--- src/rtl/scramble_sequencer.sv ---
// Scramble move generator for the cube driver.
// Emits a bounded run of pseudo-random moves (face 0..5, quarter turns 1/2/3) over a
// valid/ready handshake. It never repeats a face back to back, and it ends each completed
// run with a one-cycle done pulse.
module scramble_sequencer #(
    parameter int unsigned NUM_MOVES = 20,
    parameter int unsigned CNT_W     = 6,
    parameter logic [15:0] LFSR_SEED = 16'hACE1
) (
    input  logic             clk,
    input  logic             rst,
    input  logic             start,
    input  logic             abort,
    input  logic             ready,
    output logic             move_valid,
    output logic [2:0]       move_face,
    output logic [2:0]       move_rot,
    output logic [CNT_W-1:0] move_index,
    output logic             busy,
    output logic             done
);

    typedef enum logic [1:0] {
        StIdle,
        StGen,
        StOffer,
        StFinish
    } state_e;

    localparam logic [15:0]      LfsrMask = 16'hB400;
    localparam logic [CNT_W-1:0] LastIdx  = CNT_W'(NUM_MOVES);
    localparam logic [2:0]       NoFace   = 3'd7;

    state_e           state_q, state_d;
    logic [15:0]      lfsr_q, lfsr_d;
    logic [2:0]       prev_face_q, prev_face_d;
    logic [2:0]       face_q, face_d;
    logic [2:0]       rot_q, rot_d;
    logic [CNT_W-1:0] index_q, index_d;

    logic [15:0]      lfsr_shift;
    logic [2:0]       face_c;
    logic [2:0]       rot_c;
    logic             face_ok;
    logic [CNT_W-1:0] index_inc;

    // Galois right shift; the zero state cannot be left by shifting, so reload the seed
    assign lfsr_shift = {1'b0, lfsr_q[15:1]} ^ (lfsr_q[0] ? LfsrMask : 16'h0000);

    // Next LFSR value, computed every cycle regardless of FSM state
    always_comb begin
        lfsr_d = lfsr_shift;
        if (lfsr_q == 16'h0000) begin
            lfsr_d = LFSR_SEED;
        end
    end

    assign face_c  = lfsr_q[2:0];
    assign face_ok = (face_c < 3'd6) && (face_c != prev_face_q);

    // Map two LFSR bits onto a quarter-turn count; 11 folds onto CW
    always_comb begin
        rot_c = 3'd1;
        unique case (lfsr_q[4:3])
            2'b00:   rot_c = 3'd1;
            2'b01:   rot_c = 3'd3;
            2'b10:   rot_c = 3'd2;
            2'b11:   rot_c = 3'd1;
            default: rot_c = 3'd1;
        endcase
    end

    // Saturate so the counter can never wrap inside a run
    assign index_inc = (index_q < LastIdx) ? index_q + CNT_W'(1) : index_q;

    // Next-state and datapath update; abort overrides every transition out of IDLE
    always_comb begin
        state_d     = state_q;
        prev_face_d = prev_face_q;
        face_d      = face_q;
        rot_d       = rot_q;
        index_d     = index_q;

        unique case (state_q)
            StIdle: begin
                if (start && !abort) begin
                    index_d     = '0;
                    prev_face_d = NoFace;
                    state_d     = StGen;
                end
            end
            StGen: begin
                if (abort) begin
                    prev_face_d = NoFace;
                    state_d     = StIdle;
                end else if (face_ok) begin
                    face_d  = face_c;
                    rot_d   = rot_c;
                    state_d = StOffer;
                end
            end
            StOffer: begin
                if (abort) begin
                    prev_face_d = NoFace;
                    state_d     = StIdle;
                end else if (ready) begin
                    index_d     = index_inc;
                    prev_face_d = face_q;
                    state_d     = (index_inc == LastIdx) ? StFinish : StGen;
                end
            end
            StFinish: begin
                if (abort) begin
                    prev_face_d = NoFace;
                end
                state_d = StIdle;
            end
            default: begin
                state_d = StIdle;
            end
        endcase
    end

    // State and datapath registers
    always_ff @(posedge clk or negedge rst) begin
        if (!rst) begin
            state_q     <= StIdle;
            lfsr_q      <= LFSR_SEED;
            prev_face_q <= NoFace;
            face_q      <= 3'd0;
            rot_q       <= 3'd0;
            index_q     <= '0;
        end else begin
            state_q     <= state_d;
            lfsr_q      <= lfsr_d;
            prev_face_q <= prev_face_d;
            face_q      <= face_d;
            rot_q       <= rot_d;
            index_q     <= index_d;
        end
    end

    assign move_valid = (state_q == StOffer);
    assign move_face  = face_q;
    assign move_rot   = rot_q;
    assign move_index = index_q;
    assign busy       = (state_q != StIdle);
    assign done       = (state_q == StFinish);

endmodule

--- config.mk ---
export PLATFORM = sky130hd
export DESIGN_NAME = scramble_sequencer
export DESIGN_NICKNAME = d
export VERILOG_FILES = /design/src/rtl/scramble_sequencer.sv
export SDC_FILE = /design/constraint.sdc
export NUM_CORES = 1
export LEC_CHECK = 0
export CAP_MARGIN = 20
export CORE_MARGIN = 1.5
export CORE_UTILIZATION = 53
export CTS_CLUSTER_DIAMETER = 100
export DETAILED_ROUTE_END_ITERATION = 6
export PLACE_DENSITY_LB_ADDON = 0.2
export SYNTH_ARGS = -nofsm -noshare
export SYNTH_HDL_FRONTEND = slang
export SYNTH_SLANG_ARGS = --single-unit
--- constraint.sdc ---
create_clock -name clk -period 2.1 [get_ports clk]
set_input_delay 0.21 -clock clk [delete_from_list [all_inputs] [get_ports clk]]
set_output_delay 0.21 -clock clk [all_outputs]
set_load 0.01 [all_outputs]
After elaboration in Yosys (flattened, before gate mapping). Cells that the tools add are included.

Add/sub/neg operators: 1. Order comparisons: 2. Equal/unequal tests: 14. Multiplexer cells: 20. Bitwise operators: 2. Reduce and logical (&&, ||, !) cells: 14.

Operators by type and width (count): 16-bit two-way mux (2); 6-bit two-way mux (4); 3-bit case mux with 3 select lines (2); 16-bit zero test (1); 15-bit by 16-bit XOR with 16-bit output (1); 2-bit two-way mux (6); 3-bit two-way mux (4); 6-bit case mux with 2 select lines (1); 3-bit AND reduction (3); 2-bit == test (second input constant) (4); 2-bit case mux with 4 select lines (1); 6-bit by 1-bit adder with 6-bit output (second input constant) (1); 6-bit by 5-bit == test with 1-bit output (second input constant) (1); 6-bit by 5-bit less-than comparator with 1-bit output (second input constant) (1); 2-bit inequality test (second input constant) (3); 3-bit inequality test (second input constant) (2); 2-bit by 1-bit == test with 1-bit output (second input constant) (2); 2-bit zero test (2); 4-bit AND reduction (1); 2-bit nonzero test (2); 2-bit OR reduction (2); 3-bit less-than comparator (second input constant) (1); 3-bit inequality test (1); 1-bit logical AND (2); 3 further kinds (3).

Flip-flop bits (word level): 33. Bits of input ports: 5. Output and inout port bits: 15. Word-level logic and storage cells: 59.

Longest topological paths before layout. Gate-level depths: netlist (run 1).

Depth in word-level cells: 7. Mapped depth: 5. Gate-level depth less buffers: 5.

Least setup slack after synthesis (run 1). No wires, ideal clock.

Path type: reg2reg. Start point: reg lfsr_q[0]. End point: reg face_q[0], in the netlist move_face[0]. Setup time: 0.125 ns. Arrival time: 1.657 ns. Required time: 1.975 ns. Setup slack: 0.318 ns. Stages on the path, launching flop included: 6. Path buffers: 1. Period minus slack after synthesis: 1.782 ns. Cell sequence: dfstp_2 buf_6 xor2_2 nor3_1 nor4b_4 mux2_2.

Cells in the longest elaborated chain, start to end: 3. Elaborated cells on any way between the ends: 4. Classes of those cells: order compare: 1; eq/ne: 1; reduce/logical: 2.

Ends and longest elaborated chain: start, declared (line 35) `logic [15:0] lfsr_q, lfsr_d;`; start signal, assigned (line 135) `lfsr_q <= lfsr_d;`; 3-bit less-than comparator / 3-bit inequality test (equally long branches) (line 59) `assign face_ok = (face_c < 3'd6) && (face_c != prev_face_q);`; 1-bit logical AND (line 59); 3-bit AND reduction (no source line); end signal, assigned (line 130) `face_q <= 3'd0;`; end signal, assigned (line 137) `face_q <= face_d;`; end, declared (line 37) `logic [2:0] face_q, face_d;`.

Parallel ways exist; a longest one is shown, timed or not. A chain may end at the register's enable or synchronous reset.

Worst setup path after layout (run 1).
Start point: reg lfsr_q[1]. End point: reg state_q[1].

Cells in the longest elaborated chain, start to end: 4. Elaborated cells on any way between the ends: 5. Classes of those cells: order compare: 1; eq/ne: 2; reduce/logical: 2.

Ends and longest elaborated chain: 3-bit less-than comparator / 3-bit inequality test (equally long branches) (line 59); 1-bit logical AND * (line 59); 3-bit inequality test (no source line) *; 3-bit AND reduction (no source line) *; end signal, assigned (line 127) `state_q <= StIdle;`; end signal, assigned (line 134) `state_q <= state_d;`; end, declared (line 34) `state_e state_q, state_d;`.

Every way passes the cells marked *; elsewhere a longest branch is shown, timed or not.

==> metrics, run 1 <==
outcome complete, no violations; drt total wl 2.65 mm; CTS Root Cell clkbuf_4; worst-path fanout max 6; Worst Path Required 2.32 ns; area share of the largest cell type after synthesis 0.353; clk_lat worst skew 0.33 ns; CTS max path bufs 2; dominant cell type by area after synthesis dfrtp_1; Layout area overhead 17.7%; endpoint class of the critical path register; Lkg Pwr 0.000689 uW; IO Pins 20; WP data arrival 2.04 ns; drt via density 5.64; crit path from lfsr_q[1]; DRC errors left 0; Synth Register Bits 32; Vias 1,021; reg2reg end state_q[1]; design area 1750 sq um; Post-synth EDFFs 0; maximum VDD drop 0.490 mV; FMAX 0.552 GHz; Initial Util 0.549; Synth Instances 129; Reg clk slew, reported paths 0.10 ns; Synth async-reset ratio 1.00; GR Util All Layers 0.201; Placement Cell Area 1690 sq um; vias in the first global route 1,007; grt ovf 0; Area contributors post-synth dfrtp_1 35%, dfstp_2 19%, mux2_2 5.3%; Final Hold Viols 0; total of warnings raised by yosys 0; worst hold-check path type in2async; CTS buffer count 5; Final Setup Violations 0; FF-to-FF path depth 5; initial antenna violation count 0; n_diodes 0; cts hold-fix bufs 0; worst clock skew 0.0121 ns; DRT Pass-1 Iters 4; Die H 56.0 microns; Tcrit/Tclk final 0.863; total power draw 1220 uW; Power Density 695 nW/um^2; FF-to-FF Start lfsr_q[1]; final std cells w/o fill 181; Cell Rows 19; CTS tree done; nets 156; crit start category register; ys flop type dfrtp_1; unrepaired setup endpoints after global routing no; Placed Instances 173; CP Class reg2reg; Synth Cell Area 1490 sq um; final antenna-violating net count 0; Worst setup endpoint state_q[1]; DP HPWL 1.83 mm; max_cap viols 0; Setup TNS Final 0 ns; minimum clock period 1.81 ns; worst hold margin 0.258 ns; IO buf count 18; post-synth net total 136; post-synthesis sequential area ratio 0.548; WL/cell 14.6 microns; first-pass GRT wire length 4.68 mm; CORE AREA 2710 sq um; max-slew violations 0; largest net degree at the start of global routing 33; synth unique cells 43; Die Area 3130 sq um; Final GP Congestion 0.829; Sinks on Clock Net 32; syn avg cell area 11.5 sq um; H-tree depth 2; layout cells sized above 1 0.220; Reg2Reg Setup Slack 0.29 ns; Die Width 56.0 microns; # resized after CTS 0; 1st-iter DRT viols 45; Setup Buffers After CTS 0
## kinds of logic after synthesis
family                     after synthesis  synth area share
AOI/OAI and AO/OA                       20            0.0950
xor gates and xnor gates                 4            0.0286
adders and majority gates                2            0.0168
buffers and inverters                   16            0.0479
DFF                                     32             0.548
muxes                                    9            0.0664
other                                    1           0.00252
and+or+nand+nor                         45             0.195
## cells in the mapped netlist, types with 3 or more instances
library cell,number
mux2_2,7
nor4_1,4
dfrtp_1,21
nor2_1,4
and2_1,3
dfstp_2,11
nand2b_1,9
nand2_1,8
o21ai_0,5
nand4_1,4
clkbuf_1,7
inv_1,7
## layer usage
layer | vias up | track usage | wire (microns)
met5 | - | 0 | 0
met4 | 0 | 0.0816 | 45
met3 | 5 | 0.0884 | 117
met2 | 18 | 0.313 | 1270
met1 | 505 | 0.245 | 1220
li1 | 493 | - | -
## stage by stage
step,worst slack [ns],util
global placement,0.270,0.624
CTS,0.265,0.646
detailed placement,0.200,0.624
finish,0.288,0.646
floorplan,0.318,-
global route,0.184,0.646
## state kept, by name, indices dropped and copies added (netlist names)
name         count
lfsr_q          16
move_index       6
move_face        3
prev_face_q      3
move_rot         2
state_q          2
## worst min-delay path by stage
stage | slack, ns | end | from
after floorplan | -0.09 | lfsr_q[12] | rst
after global placement | 0.37 | lfsr_q[8] | lfsr_q[9]
after detailed placement | 0.37 | lfsr_q[8] | lfsr_q[9]
after CTS | 0.25 | move_index[5] | rst
after global routing | 0.28 | move_index[5] | rst
final | 0.26 | lfsr_q[8] | rst
## layout make-up
class / count / area [sq um]
multi-input cells: 81 / 602
repair buffers: 22 / 210
fillers: 226 / 960
clock buffers: 8 / 58.8
inverters: 7 / 26.3
flip-flops and latches: 32 / 815
well taps: 31 / 38.8
## critical path, stage by stage (launching register included)
cell	delay [ns]
dfrtp_1	0.44
or3_1	0.40
a211oi_2	0.34
nor4b_4	0.11
buf_4	0.17
a221o_1	0.25
## power by group
part,total (uW),switching (uW),leakage [uW],internal (uW)
clock,362,197,0.0000326,165
combinational,172,68.3,0.000284,103
sequential,683,30.4,0.000372,652
## placed cells by master, fill, tap and decap left out, types with 2 or more instances in the layout
cell type	synthesis	final
dfstp_2	11	11
a21oi_1	2	2
clkdlybuf4s50_1	0	18
dfrtp_1	21	21
nor2_1	4	4
xnor2_1	2	2
o22ai_1	2	2
mux2i_1	2	2
and2_1	3	3
nand4_1	4	4
ha_1	2	2
o31ai_1	2	2
clkbuf_1	7	2
mux2_2	7	7
nor3b_1	2	2
buf_4	1	4
nand2_1	8	8
nor4_1	4	4
nor2b_1	2	2
nand2b_1	9	9
o21ai_0	5	5
clkbuf_4	0	5
inv_1	7	7
Power figures use the tool's default switching activity.
==> run 2, diff against run 1 <==
==> constraint.sdc (replaced) <==
create_clock -name clk -period 1.7 [get_ports clk]
set_input_delay 0.17 -clock clk [delete_from_list [all_inputs] [get_ports clk]]
set_output_delay 0.17 -clock clk [all_outputs]
set_load 0.01 [all_outputs]
==> run 2 against run 1 <==
Effect of this change:
- the run now ends with negative setup slack left
- largest cell class unchanged
- clock skew about the same
- highest routed layer unchanged
- register-to-register slack got worse by 0.29 ns
- utilization grew 4.8 points
- total power up 41%
- flip-flop and latch count is the same
==> metrics, run 2 (synthesis gave the netlist of run 1 again) <==
outcome finished, violations left (was complete, no violations); failing checks negative setup slack; Reg power frac 0.493 (was 0.561); Place WS -0.164 ns (was 0.200 ns); Initial Util 0.549 (unchanged); worst-path fanout max 4 (was 6); CTS max path bufs 2 (unchanged); worst clock skew 0.0116 ns (was 0.0121 ns); commonest non-fill, non-tap cell in the layout dfrtp_1 (unchanged); Power Density 911 nW/um^2 (was 695 nW/um^2); Setup TNS Final -0.00440 ns (was 0 ns); WP data arrival 1.91 ns (was 2.04 ns); worst setup margin -0.00440 ns (was 0.288 ns); final antenna-violating net count 0 (unchanged); worst hold-check path type in2async (unchanged); Die H 56.0 microns (unchanged); Layout area overhead 26.5% (was 17.7%); maximum VDD drop 0.757 mV (was 0.490 mV); DP HPWL 1.95 mm (was 1.83 mm); CTS tree done (unchanged); Reg clk slew, reported paths 0.11 ns (was 0.10 ns); Placed Instances 181 (was 173); delay of the slowest critical-path stage 0.56 ns (was 0.44 ns); cts hold-fix bufs 0 (unchanged); CP Class reg2reg (unchanged); Clk pwr share 0.374 (was 0.298); largest reg by FF count lfsr_q (unchanged); minimum clock period 1.70 ns (was 1.81 ns); drt via density 5.54 (was 5.64); crit path max-delay cell type dfstp_2 (was dfrtp_1); GR Util All Layers 0.201 (about the same); crit start category register (unchanged); grt ovf 0 (unchanged); Sinks on Clock Net 32 (unchanged); first-pass GRT wire length 4.85 mm (was 4.68 mm); Worst Path Required 1.91 ns (was 2.32 ns); clk_lat worst skew 0.32 ns (was 0.33 ns); largest net degree at the start of global routing 33 (unchanged); Die Area 3130 sq um (unchanged); Tcrit/Tclk final 1.00 (was 0.863); initial antenna violation count 0 (unchanged); Sequential Area 816 sq um (was 815 sq um); n_diodes 0 (unchanged); nets 167 (was 156); H-tree depth 2 (unchanged); combinational share of power 0.133 (was 0.141); drt total wl 2.81 mm (was 2.65 mm); FILL cells 211 (was 226); worst hold margin 0.222 ns (was 0.258 ns); max_cap viols 0 (unchanged); CTS buffer count 5 (unchanged); IO Pins 20 (unchanged); vias in the first global route 1,082 (was 1,007); Final Hold Viols 0 (unchanged); multi-input logic area 612 sq um (was 602 sq um); switch share 0.221 (was 0.243); 1st-iter DRT viols 30 (was 45); IO buf count 18 (unchanged); max FFs per register 16 (unchanged); final std cells w/o fill 192 (was 181); NetSw 379 uW (was 296 uW); max-slew violations 0 (unchanged); CP delay by family, top flip-flops (was compound AO/OA/AOI/OAI gates); commonest cells after routing, fill and taps aside 20 x dfrtp_1, 16 x clkdlybuf4s50_1, 15 x buf_4 (was 21 x dfrtp_1, 18 x clkdlybuf4s50_1, 11 x dfstp_2); Final Setup Violations 1 (was 0); endpoint class of the critical path register (unchanged); CTS Root Cell clkbuf_4 (unchanged); layout cells sized above 1 0.304 (was 0.220); DRT Pass-1 Iters 4 (unchanged); Die Width 56.0 microns (unchanged); Pint 1330 uW (was 920 uW); DRC errors left 0 (unchanged); crit-path cells xor2_2 > a211oi_2 > nor4b_4 > mux2_2 (was or3_1 > a211oi_2 > nor4b_4 > buf_4 > a221o_1); FMAX 0.587 GHz (was 0.552 GHz); Cell Rows 19 (unchanged); Final GP Congestion 0.818 (was 0.829); WP buf/inv 0 (was 1); Lkg Pwr 0.000784 uW (was 0.000689 uW); unrepaired setup endpoints after global routing yes (was no); CORE AREA 2710 sq um (unchanged); Vias 1,063 (was 1,021); WL/cell 14.7 microns (was 14.6 microns)
==> run 2: power groups by stage <==
stage	sequential, uW	clock, uW	combinational [uW]
after floorplan	867	0	76.6
after global placement	857	0	215
after detailed placement	858	0	220
after CTS	843	658	230
after global routing	852	689	248
final	845	641	228
==> run 2: per-stage QoR <==
step	power, uW	utilization	cell area, sq um
5_1_grt	1790	0.694	1880
3_5_place_dp	1080	0.646	1750
3_3_place_gp	1070	0.646	1750
6_report	1710	0.694	1880
2_1_floorplan	944	-	1490
4_1_cts	1730	0.692	1870
==> run 2: worst paths after layout <==
| kind | start | end | slack [ns] | cells past startpoint |
|---|---|---|---|---|
| worst max register to register | prev_face_q[0] | move_face[1] | -0.004 | 4 |
| worst min register to register | lfsr_q[9] | lfsr_q[8] | 0.37 | 0 |
| min in group clk | lfsr_q[9] | lfsr_q[8] | 0.37 | 0 |
| worst min-delay path | rst | move_index[2] | 0.22 | 2 |
| max in group asynchronous | rst | lfsr_q[7] | 1.14 | 2 |
| worst max-delay path | prev_face_q[0] | move_face[1] | -0.004 | 4 |
==> run 2: area by class of cell <==
type / count / area share
multi-input cells: 81 / 0.325
clock inverters: 1 / 0.0160
flip-flops and latches: 32 / 0.434
inverters: 7 / 0.0140
repair buffers: 33 / 0.156
well taps: 31 / 0.0206
clock buffers: 7 / 0.0346
==> run 2: routing by layer <==
| layer | GRT usage | vias to the layer above | part of all wire |
|---|---|---|---|
| met4 | 0.0918 | 0 | 0.0096 |
| met5 | 0 | - | 0 |
| met2 | 0.334 | 17 | 0.50 |
| li1 | - | 514 | - |
| met1 | 0.247 | 528 | 0.45 |
| met3 | 0.0488 | 4 | 0.034 |
==> run 2: timing repair <==
action | 4_1_cts | 5_1_grt
setup endpoints to repair | 6 | 7
setup buffers | 3 | 0
pin swaps | 2 | 0
resized for setup | 3 | 2
==> run 3, diff against run 2 <==
--- a/config.mk
+++ b/config.mk
@@ -7,10 +7,10 @@
 export LEC_CHECK = 0
 export CAP_MARGIN = 20
 export CORE_MARGIN = 1.5
-export CORE_UTILIZATION = 53
+export CORE_UTILIZATION = 48
 export CTS_CLUSTER_DIAMETER = 100
 export DETAILED_ROUTE_END_ITERATION = 6
-export PLACE_DENSITY_LB_ADDON = 0.2
+export PLACE_DENSITY = 0.75
 export SYNTH_ARGS = -nofsm -noshare
 export SYNTH_HDL_FRONTEND = slang
 export SYNTH_SLANG_ARGS = --single-unit
==> constraint.sdc (replaced) <==
create_clock -name clk -period 1.4 [get_ports clk]
set_input_delay 0.14 -clock clk [delete_from_list [all_inputs] [get_ports clk]]
set_output_delay 0.14 -clock clk [all_outputs]
set_load 0.01 [all_outputs]
==> run 3 against run 2 <==
Effect of this change:
- the run still ends with negative setup slack left
- global-route usage up 1.1 points
- clock power down 18%
- critical endpoint is now state_q[1]
- highest routed layer unchanged
- critical path depth up 1
==> metrics, run 3 (synthesis gave the netlist of run 1 again) <==
grt met1 use 0.254 (was 0.247); outcome finished, violations left (unchanged); grt ovf 0 (unchanged); CTS Root Cell clkbuf_4 (unchanged); unrepaired setup endpoints after global routing yes (unchanged); DRC errors left 0 (unchanged); GR Util All Layers 0.212 (was 0.201); Final GP Congestion 0.801 (was 0.818); DRT Pass-1 Iters 4 (unchanged); maximum VDD drop 0.785 mV (was 0.757 mV); endpoint class of the critical path register (unchanged); Setup TNS Final -1.82 ns (was -0.00440 ns); commonest non-fill, non-tap cell in the layout buf_4 (was dfrtp_1); largest reg by FF count lfsr_q (unchanged); clk_lat worst skew 0.33 ns (was 0.32 ns); WL/cell 14.9 microns (was 14.7 microns); n_diodes 0 (unchanged); cts hold-fix bufs 0 (unchanged); Die H 58.7 microns (was 56.0 microns); total power draw 1890 uW (was 1710 uW); CTS buffer count 5 (unchanged); FF-to-FF path depth 5 (was 4); 1st-iter DRT viols 36 (was 30); FF-to-FF Start prev_face_q[2] (was prev_face_q[0]); GRT met3 Usage 0.0593 (was 0.0488); Die Area 3440 sq um (was 3130 sq um); max-slew violations 0 (unchanged); Power Density 910 nW/um^2 (was 911 nW/um^2); Vias 1,129 (was 1,063); Worst Path Required 1.62 ns (was 1.91 ns); Place WS -0.393 ns (was -0.164 ns); largest net degree at the start of global routing 33 (unchanged); nets 181 (was 167); Tcrit/Tclk final 1.22 (was 1.00); CTS max path bufs 2 (unchanged); Final Setup Violations 14 (was 1); final core occ 0.690 (was 0.694); CP Class reg2reg (unchanged); Die Width 58.7 microns (was 56.0 microns); Layout area overhead 39.4% (was 26.5%); Cell Rows 20 (was 19); final antenna-violating net count 0 (unchanged); max FFs per register 16 (unchanged); drt via density 5.43 (was 5.54); FMAX 0.586 GHz (was 0.587 GHz); worst setup margin -0.307 ns (was -0.00440 ns); worst-path fanout max 4 (unchanged); commonest cells after routing, fill and taps aside 24 x buf_4, 21 x dfrtp_1, 11 x dfstp_2 (was 20 x dfrtp_1, 16 x clkdlybuf4s50_1, 15 x buf_4); worst hold-check path type in2async (unchanged); Placement Cell Area 1850 sq um (was 1750 sq um); crit start category register (unchanged); Final Hold Viols 0 (unchanged); DP HPWL 2.12 mm (was 1.95 mm); GRT Max-Usage Layer met2 (unchanged); failing checks negative setup slack (unchanged); IO Pins 20 (unchanged); Reg2Reg Setup Slack -0.31 ns (was -0.004 ns); design area 2070 sq um (was 1880 sq um); Lkg Pwr 0.000924 uW (was 0.000784 uW); worst clock skew 0.00550 ns (was 0.0116 ns); Reg clk slew, reported paths 0.10 ns (was 0.11 ns); initial antenna violation count 0 (unchanged); CORE AREA 3000 sq um (was 2710 sq um); layout cells sized above 1 0.429 (was 0.304); WP data arrival 1.93 ns (was 1.91 ns); Sinks on Clock Net 32 (unchanged); IO buf count 18 (unchanged); drt total wl 3.11 mm (was 2.81 mm); CTS tree done (unchanged); met2 GRT Util 0.360 (was 0.334); Initial Util 0.495 (was 0.549); vias in the first global route 1,125 (was 1,082); first-pass GRT wire length 5.32 mm (was 4.85 mm); minimum clock period 1.71 ns (was 1.70 ns); reg2reg end state_q[1] (was move_face[1]); H-tree depth 2 (unchanged); max_cap viols 0 (unchanged)
## run 3: worst max-delay path: stages, from the launching register on
cell      delay, ns
dfstp_2        0.39
or3_1          0.38
a211oi_2       0.31
nor4b_4        0.11
buf_4          0.17
a221o_1        0.25
## run 3: worst max path at each step
stage / from / endpoint / slack (ns) / depth (start not counted)
final: prev_face_q[2] / state_q[1] / -0.31 / 5
after global routing: prev_face_q[2] / state_q[1] / -0.43 / 5
after CTS: prev_face_q[2] / state_q[1] / -0.30 / 5
after detailed placement: abort / move_face[1] / -0.39 / 4
after global placement: prev_face_q[2] / state_q[1] / -0.30 / 5
after floorplan: lfsr_q[0] / move_face[0] / -0.38 / 5
## run 3: where the power goes
| part | leakage [uW] | switching [uW] | internal [uW] |
|---|---|---|---|
| clock network | 0.0000284 | 326 | 199 |
| logic | 0.000523 | 149 | 196 |
| registers | 0.000372 | 38.8 | 978 |
## run 3: layer usage
metal | share of wire | routed length (microns)
met1 | 0.40 | 1250
met2 | 0.54 | 1680
met3 | 0.039 | 120
met4 | 0.016 | 51
met5 | 0 | 0
## run 3: what timing repair did
action | 4_1_cts | 5_1_grt
pin swaps | 7 | 4
setup endpoints to repair | 33 | 18
buffers inserted | 8 | 1
cloned | 0 | 0
resized for setup | 36 | 11
## run 3: layout make-up
cell class                      count  area [sq um]
Tap cell                           33          41.3
Clock inverter                      2          16.3
Fill cell                         218           930
Multi-Input combinational cell     81           721
Clock buffer                        6          41.3
Inverter                            7          26.3
Sequential cell                    32           815
Timing Repair Buffer               47           413
## run 3: metrics by stage
step                      hold WS, ns  instances
final                           0.156        208
after global routing            0.169        208
after CTS                       0.155        207
after detailed placement        0.384        191
after global placement          0.371        191
after floorplan                -0.156        129
